<file path="src/rtl/spike_event_encoder.sv">
// Spike vector FIFO plus IDLE/LOAD/SEND serialiser that emits one AER packet per set bit, lowest index first.
// Build option: define SPIKE_TIMESTAMP_EN to tag each vector with a timestep and expose event_timestep.
module spike_event_encoder #(
  parameter int N_NEURONS  = 16,
  parameter int ADDR_W     = 4,
  parameter int FIFO_DEPTH = 4,
  parameter int TS_W       = 8
) (
  input  logic                        clock,
  input  logic                        reset,
  input  logic [N_NEURONS-1:0]        spike_in,
  input  logic                        spike_valid,
  output logic [ADDR_W-1:0]           event_addr,
  output logic                        event_valid,
  input  logic                        event_ready,
  output logic                        busy,
  output logic                        overflow,
  output logic [$clog2(FIFO_DEPTH):0] fifo_count
`ifdef SPIKE_TIMESTAMP_EN
  ,
  output logic [TS_W-1:0]             event_timestep
`endif
);
  localparam int PTR_W = $clog2(FIFO_DEPTH);
  localparam int CNT_W = PTR_W + 1;

  if (ADDR_W != $clog2(N_NEURONS)) begin : g_bad_addr_w
    $error("ADDR_W must equal log2(N_NEURONS)");
  end
  if (FIFO_DEPTH < 2 || (FIFO_DEPTH & (FIFO_DEPTH - 1)) != 0) begin : g_bad_depth
    $error("FIFO_DEPTH must be a power of two >= 2");
  end
  if (TS_W < 1) begin : g_bad_ts_w
    $error("TS_W must be at least 1");
  end

  typedef enum logic [1:0] {S_IDLE, S_LOAD, S_SEND} state_t;

  state_t               r_state;
  state_t               w_state_next;
  logic [N_NEURONS-1:0] r_mem [FIFO_DEPTH];
  logic [PTR_W-1:0]     r_wr_ptr;
  logic [PTR_W-1:0]     r_rd_ptr;
  logic [CNT_W-1:0]     r_count;
  logic [N_NEURONS-1:0] r_pending;
  logic                 r_overflow;
  logic                 w_push_req;
  logic                 w_push;
  logic                 w_pop;
  logic                 w_full;
  logic                 w_empty;
  logic                 w_accept;
  logic                 w_last;
  logic [N_NEURONS-1:0] w_pending_cleared;
  logic [ADDR_W-1:0]    w_low_idx;

  assign w_full     = (r_count == CNT_W'(FIFO_DEPTH));
  assign w_empty    = (r_count == '0);
  assign w_pop      = (r_state == S_LOAD);
  assign w_push_req = spike_valid && (spike_in != '0);
  // A full FIFO still accepts a vector on the cycle its head is popped.
  assign w_push     = w_push_req && (!w_full || w_pop);
  assign w_accept   = event_valid && event_ready;

  // Clearing the lowest set bit: x & (x - 1).
  assign w_pending_cleared = r_pending & (r_pending - 1'b1);
  assign w_last            = (w_pending_cleared == '0);

  always_comb begin
    w_low_idx = '0;
    for (int i = N_NEURONS - 1; i >= 0; i--) begin
      if (r_pending[i]) w_low_idx = ADDR_W'(i);
    end
  end

  always_ff @(posedge clock) begin
    if (w_push) r_mem[r_wr_ptr] <= spike_in;
  end

  always_ff @(posedge clock) begin
    if (reset) begin
      r_wr_ptr   <= '0;
      r_rd_ptr   <= '0;
      r_count    <= '0;
      r_overflow <= 1'b0;
    end else begin
      if (w_push) r_wr_ptr <= r_wr_ptr + 1'b1;
      if (w_pop)  r_rd_ptr <= r_rd_ptr + 1'b1;
      r_count <= r_count + CNT_W'(w_push) - CNT_W'(w_pop);
      if (w_push_req && !w_push) r_overflow <= 1'b1;
    end
  end

  always_ff @(posedge clock) begin
    if (reset) begin
      r_pending <= '0;
    end else if (w_pop) begin
      r_pending <= r_mem[r_rd_ptr];
    end else if (w_accept) begin
      r_pending <= w_pending_cleared;
    end
  end

`ifdef SPIKE_TIMESTAMP_EN
  logic [TS_W-1:0] r_ts;
  logic [TS_W-1:0] r_pend_ts;
  logic [TS_W-1:0] r_ts_mem [FIFO_DEPTH];

  always_ff @(posedge clock) begin
    if (w_push) r_ts_mem[r_wr_ptr] <= r_ts;
  end

  // Every strobe advances time, including empty and dropped vectors.
  always_ff @(posedge clock) begin
    if (reset) begin
      r_ts      <= '0;
      r_pend_ts <= '0;
    end else begin
      if (spike_valid) r_ts <= r_ts + 1'b1;
      if (w_pop)       r_pend_ts <= r_ts_mem[r_rd_ptr];
    end
  end

  assign event_timestep = r_pend_ts;
`endif

  always_ff @(posedge clock) begin
    if (reset) r_state <= S_IDLE;
    else       r_state <= w_state_next;
  end

  always_comb begin
    w_state_next = r_state;
    unique case (r_state)
      S_IDLE:  if (!w_empty) w_state_next = S_LOAD;
      S_LOAD:  w_state_next = S_SEND;
      S_SEND:  if (w_accept && w_last) w_state_next = w_empty ? S_IDLE : S_LOAD;
      default: w_state_next = S_IDLE;
    endcase
  end

  always_comb begin
    event_valid = (r_state == S_SEND);
    busy        = (r_state != S_IDLE) || !w_empty;
  end

  assign event_addr = w_low_idx;
  assign overflow   = r_overflow;
  assign fifo_count = r_count;

endmodule
</file>
<file path="config.mk">
export PLATFORM = sky130hd
export DESIGN_NAME = spike_event_encoder
export DESIGN_NICKNAME = d
export VERILOG_FILES = /design/src/rtl/spike_event_encoder.sv
export SDC_FILE = /design/constraint.sdc
export NUM_CORES = 1
export LEC_CHECK = 0
export BUFFER_PORTS_ARGS = -buffer_cell sky130_fd_sc_hd__buf_2
export CAP_MARGIN = 20
export CORE_ASPECT_RATIO = 1.2
export CORE_MARGIN = 2
export CORE_UTILIZATION = 30
export CTS_CLUSTER_SIZE = 40
export DETAILED_ROUTE_END_ITERATION = 10
export GPL_TIMING_DRIVEN = 0
export HOLD_SLACK_MARGIN = 0.06
export PLACE_DENSITY_LB_ADDON = 0.3
export SKIP_LAST_GASP = 1
export SYNTH_ARGS = -nofsm -noshare
export SYNTH_HDL_FRONTEND = slang
export SYNTH_SLANG_ARGS = --single-unit
</file>
<file path="constraint.sdc">
create_clock -name clock -period 4.4 [get_ports clock]
set_clock_uncertainty 0.1 [all_clocks]
set_input_delay 0.22 -clock clock [delete_from_list [all_inputs] [get_ports clock]]
set_output_delay 0.22 -clock clock [all_outputs]
set_load 0.01 [all_outputs]
</file>
==> flow_summary.yaml <==
drt:
  drc_errors: 0
  drt_wl_total_mm: 8.39
  viasPerCell: 4.88
  final_antenna_net_count: 0
  routedWlPerCell_um: 16.3
  vias: 2514
  first_pass_iters: 4
  drt_iter0_drc: 122
logic_synthesis:
  synth_ff_type: "edfxtp_1"
  ys_top_cells_by_area: "edfxtp_1 48%, dfxtp_1 14%, mux4_2 9.1%"
  yosys.area.top_type: "edfxtp_1"
  synth_seq_cells: 92
  synth_nets: 313
  async_reset_ff_share_pct: 0
  syn-instance-count: 286
  synth.most_common_cell: "edfxtp_1"
  synth_warnings: 0
  synth_edf_count: 64
  synthMuxAreaShare_pct: 9.09
  ys_top_cells_by_count: "64 x edfxtp_1, 28 x dfxtp_1, 25 x nor2_1, 18 x a21oi_1, 18 x nand2_1"
  synth-xor-area-share_pct: 1.10
  yosys.area_share.adder_pct: 2.68
  yosysUniqueCellTypes: 53
  synth_seq_area_share_pct: 62.6
  postSynthAreaPerCell_um2: 13.9
  synth_compound_area_share_pct: 9.94
  yosys.area.top_type_share_pct: 48.5
  synth_top_family_by_area: "simple AND/OR/NAND/NOR gates"
  syn_area_um2: 3960
  synthSimpleGateAreaFrac_pct: 10.9
cts:
  cts_tree: "built"
  postCtsSetupBuffers: 0
  clk_pin_slew_worst_paths_ns: 0.06
  htree_levels: 3
  cts.sinks: 92
  max-clock-path-buffers: 2
  cts_buffers: 9
  clk_latency_ns: 0.34
  cts_root_buf: "clkbuf_16"
layout:
  multi_input_area_um2: 1340
  n_fill_cell: 1272
  layout.nets: 369
  final_cells: 515
  regArea_um2: 2480
  layout-drive-gt1-share_pct: 21.0
  diodes: 0
  synthToLayoutAreaGrowth_pct: 20.5
placement:
  dp_hpwl_mm: 5.82
  place_congestion: 0.918
  port_buffers: 28
  dp_cells: 482
grt:
  antenna_found_initial: 0
  grt_pass1_wl_mm: 13.6
  overflow: 0
  grt_max_degree: 17
  grt_usage_pct: 13.0
  grt_pass1_vias: 2539
floorplan:
  die_h_um: 130
  start_util_pct: 30.3
  die_area_um2: 14200
  ios: 30
  die_w_um: 109
  core_area_um2: 13100
  num_rows: 46
worst_hold_path:
  hold_class: "in2reg"
critical_path:
  crit_path_start_kind: "input port"
  arrival_ns: 3.19
  crit_fanout: 6
  crit_path_end_kind: "flip-flop"
  crit_required_ns: 4.51
  critical_path_class: "in2reg"
timing:
  rsz0062_at_grt: "no"
  fin_setup_tns_ns: 0
  final_max_slew_viol_count: 0
  fin_crit_ns: 3.07
  slew_headroom_pct: 40.1
  finalSetupViolations: 0
  finalHoldViolCount: 0
  timing.final.crit_share_pct: 69.8
  worstMarginPinSlew_ns: 0.898
  fmax_ghz: 0.325
run_status:
  status: "finished, final reports clean"
run:
  cap_viol_max_count: 0
pwr:
  irDropWorstVdd_uv: 218
  p_leak_nw: 1.65
  p_per_area_nw_per_um2: 634
-- state kept, by name, summed over array words and instances (netlist names), named ones only --
register	count
r_wr_ptr	2
fifo_count	3
r_pending	16
overflow	1
r_state	2
r_rd_ptr	2
r_mem	64
-- metrics by stage --
step / setup WS [ns] / cell area, µm² / hold slack [ns] / utilization [%] / power [W]
3_3_place_gp: 1.48 / 4310 / 0.352 / 33.0 / 0.00227
3_5_place_dp: 1.41 / 4310 / 0.356 / 33.0 / 0.00228
2_1_floorplan: 2.11 / 3960 / 0.219 / - / 0.00196
5_1_grt: 1.03 / 4780 / 0.302 / 36.6 / 0.00323
4_1_cts: 1.23 / 4780 / 0.206 / 36.6 / 0.00305
6_report: 1.33 / 4780 / 0.210 / 36.6 / 0.00303
-- metal layers --
metal	up-vias	global-route usage [%]	wire (µm)
li1	1207	-	-
met1	1251	15.8	3730
met2	44	22.1	4280
met3	12	1.65	169
met4	0	7.24	215
met5	-	0	0
-- timing repair --
item / 4_1_cts / 5_1_grt
hold buffers: 17 / 0
endpoints found under the setup margin: 0 / 0
gates resized for setup: 0 / 0
endpoints found under the hold margin: 71 / 0
-- worst paths after layout --
check | from | slack [ns] | cells after the start | endpoint
hold reg to reg | overflow$_SDFFE_PP0P_ | 0.39 | 2 | overflow$_SDFFE_PP0P_
hold / removal | event_ready | 0.21 | 5 | r_pending[8]$_SDFFE_PP0P_
setup / recovery | spike_in[4] | 1.33 | 13 | fifo_count[2]$_SDFF_PP0_
setup reg to reg | r_state[0]$_SDFFE_PP0P_ | 1.80 | 11 | fifo_count[2]$_SDFF_PP0_
-- critical path, stage by stage --
cell and delay (ns):
dlygate4sd3_1 0.53, buf_2 0.15, nor4_1 0.42, a41oi_1 0.38, and2_1 0.31, inv_1 0.07
ha_1 0.11, inv_1 0.04, ha_1 0.19, fa_1 0.38, xnor2_1 0.19, xnor2_1 0.15
nor2_1 0.05
-- cell usage in the layout, fill, tap and decap left out, types with 2 or more instances in the layout --
master,Yosys,routed
o31ai_1,2,2
nand4_1,2,2
nand3_1,7,7
dlygate4sd3_1,0,17
xnor2_1,4,4
inv_1,14,14
o211ai_1,5,5
nor2_1,25,25
nand2_1,18,18
clkbuf_16,0,9
a22oi_1,6,6
and3_1,4,4
or3_1,2,2
o311ai_0,2,2
o21bai_1,2,2
clkbuf_1,8,10
nor4_1,5,5
mux4_2,16,16
buf_2,1,29
nor2b_1,4,4
clkbuf_8,1,2
o21ai_0,7,7
ha_1,6,6
nor3_1,6,6
dfxtp_1,28,28
a21oi_1,18,18
edfxtp_1,64,64
a41oi_1,2,2
-- kinds of logic (layout without fill, tap and decap cells) --
kind of cell	after synthesis	after routing
XOR/XNOR	5	5
adder cells (fa/ha/maj)	8	8
buffers and inverters	28	89
multiplexers	16	16
AO/OA/AOI/OAI	55	55
flip-flops	92	92
AND/OR/NAND/NOR	82	82
-- report_power, final --
group          internal, W  switching [W]
Sequential         0.00107      0.0000985
Clock             0.000455       0.000306
Combinational     0.000466       0.000636
-- area by class of cell --
cell class,instances,share of cell area [%]
Sequential cell,92,52.0
Multi-Input combinational cell,166,28.0
Timing Repair Buffer,45,6.49
Clock buffer,12,5.16
Tap cell,168,4.40
Buffer,14,1.91
Inverter,14,1.10
Clock inverter,4,0.995
No activity file was read; power rests on OpenSTA's default activity.
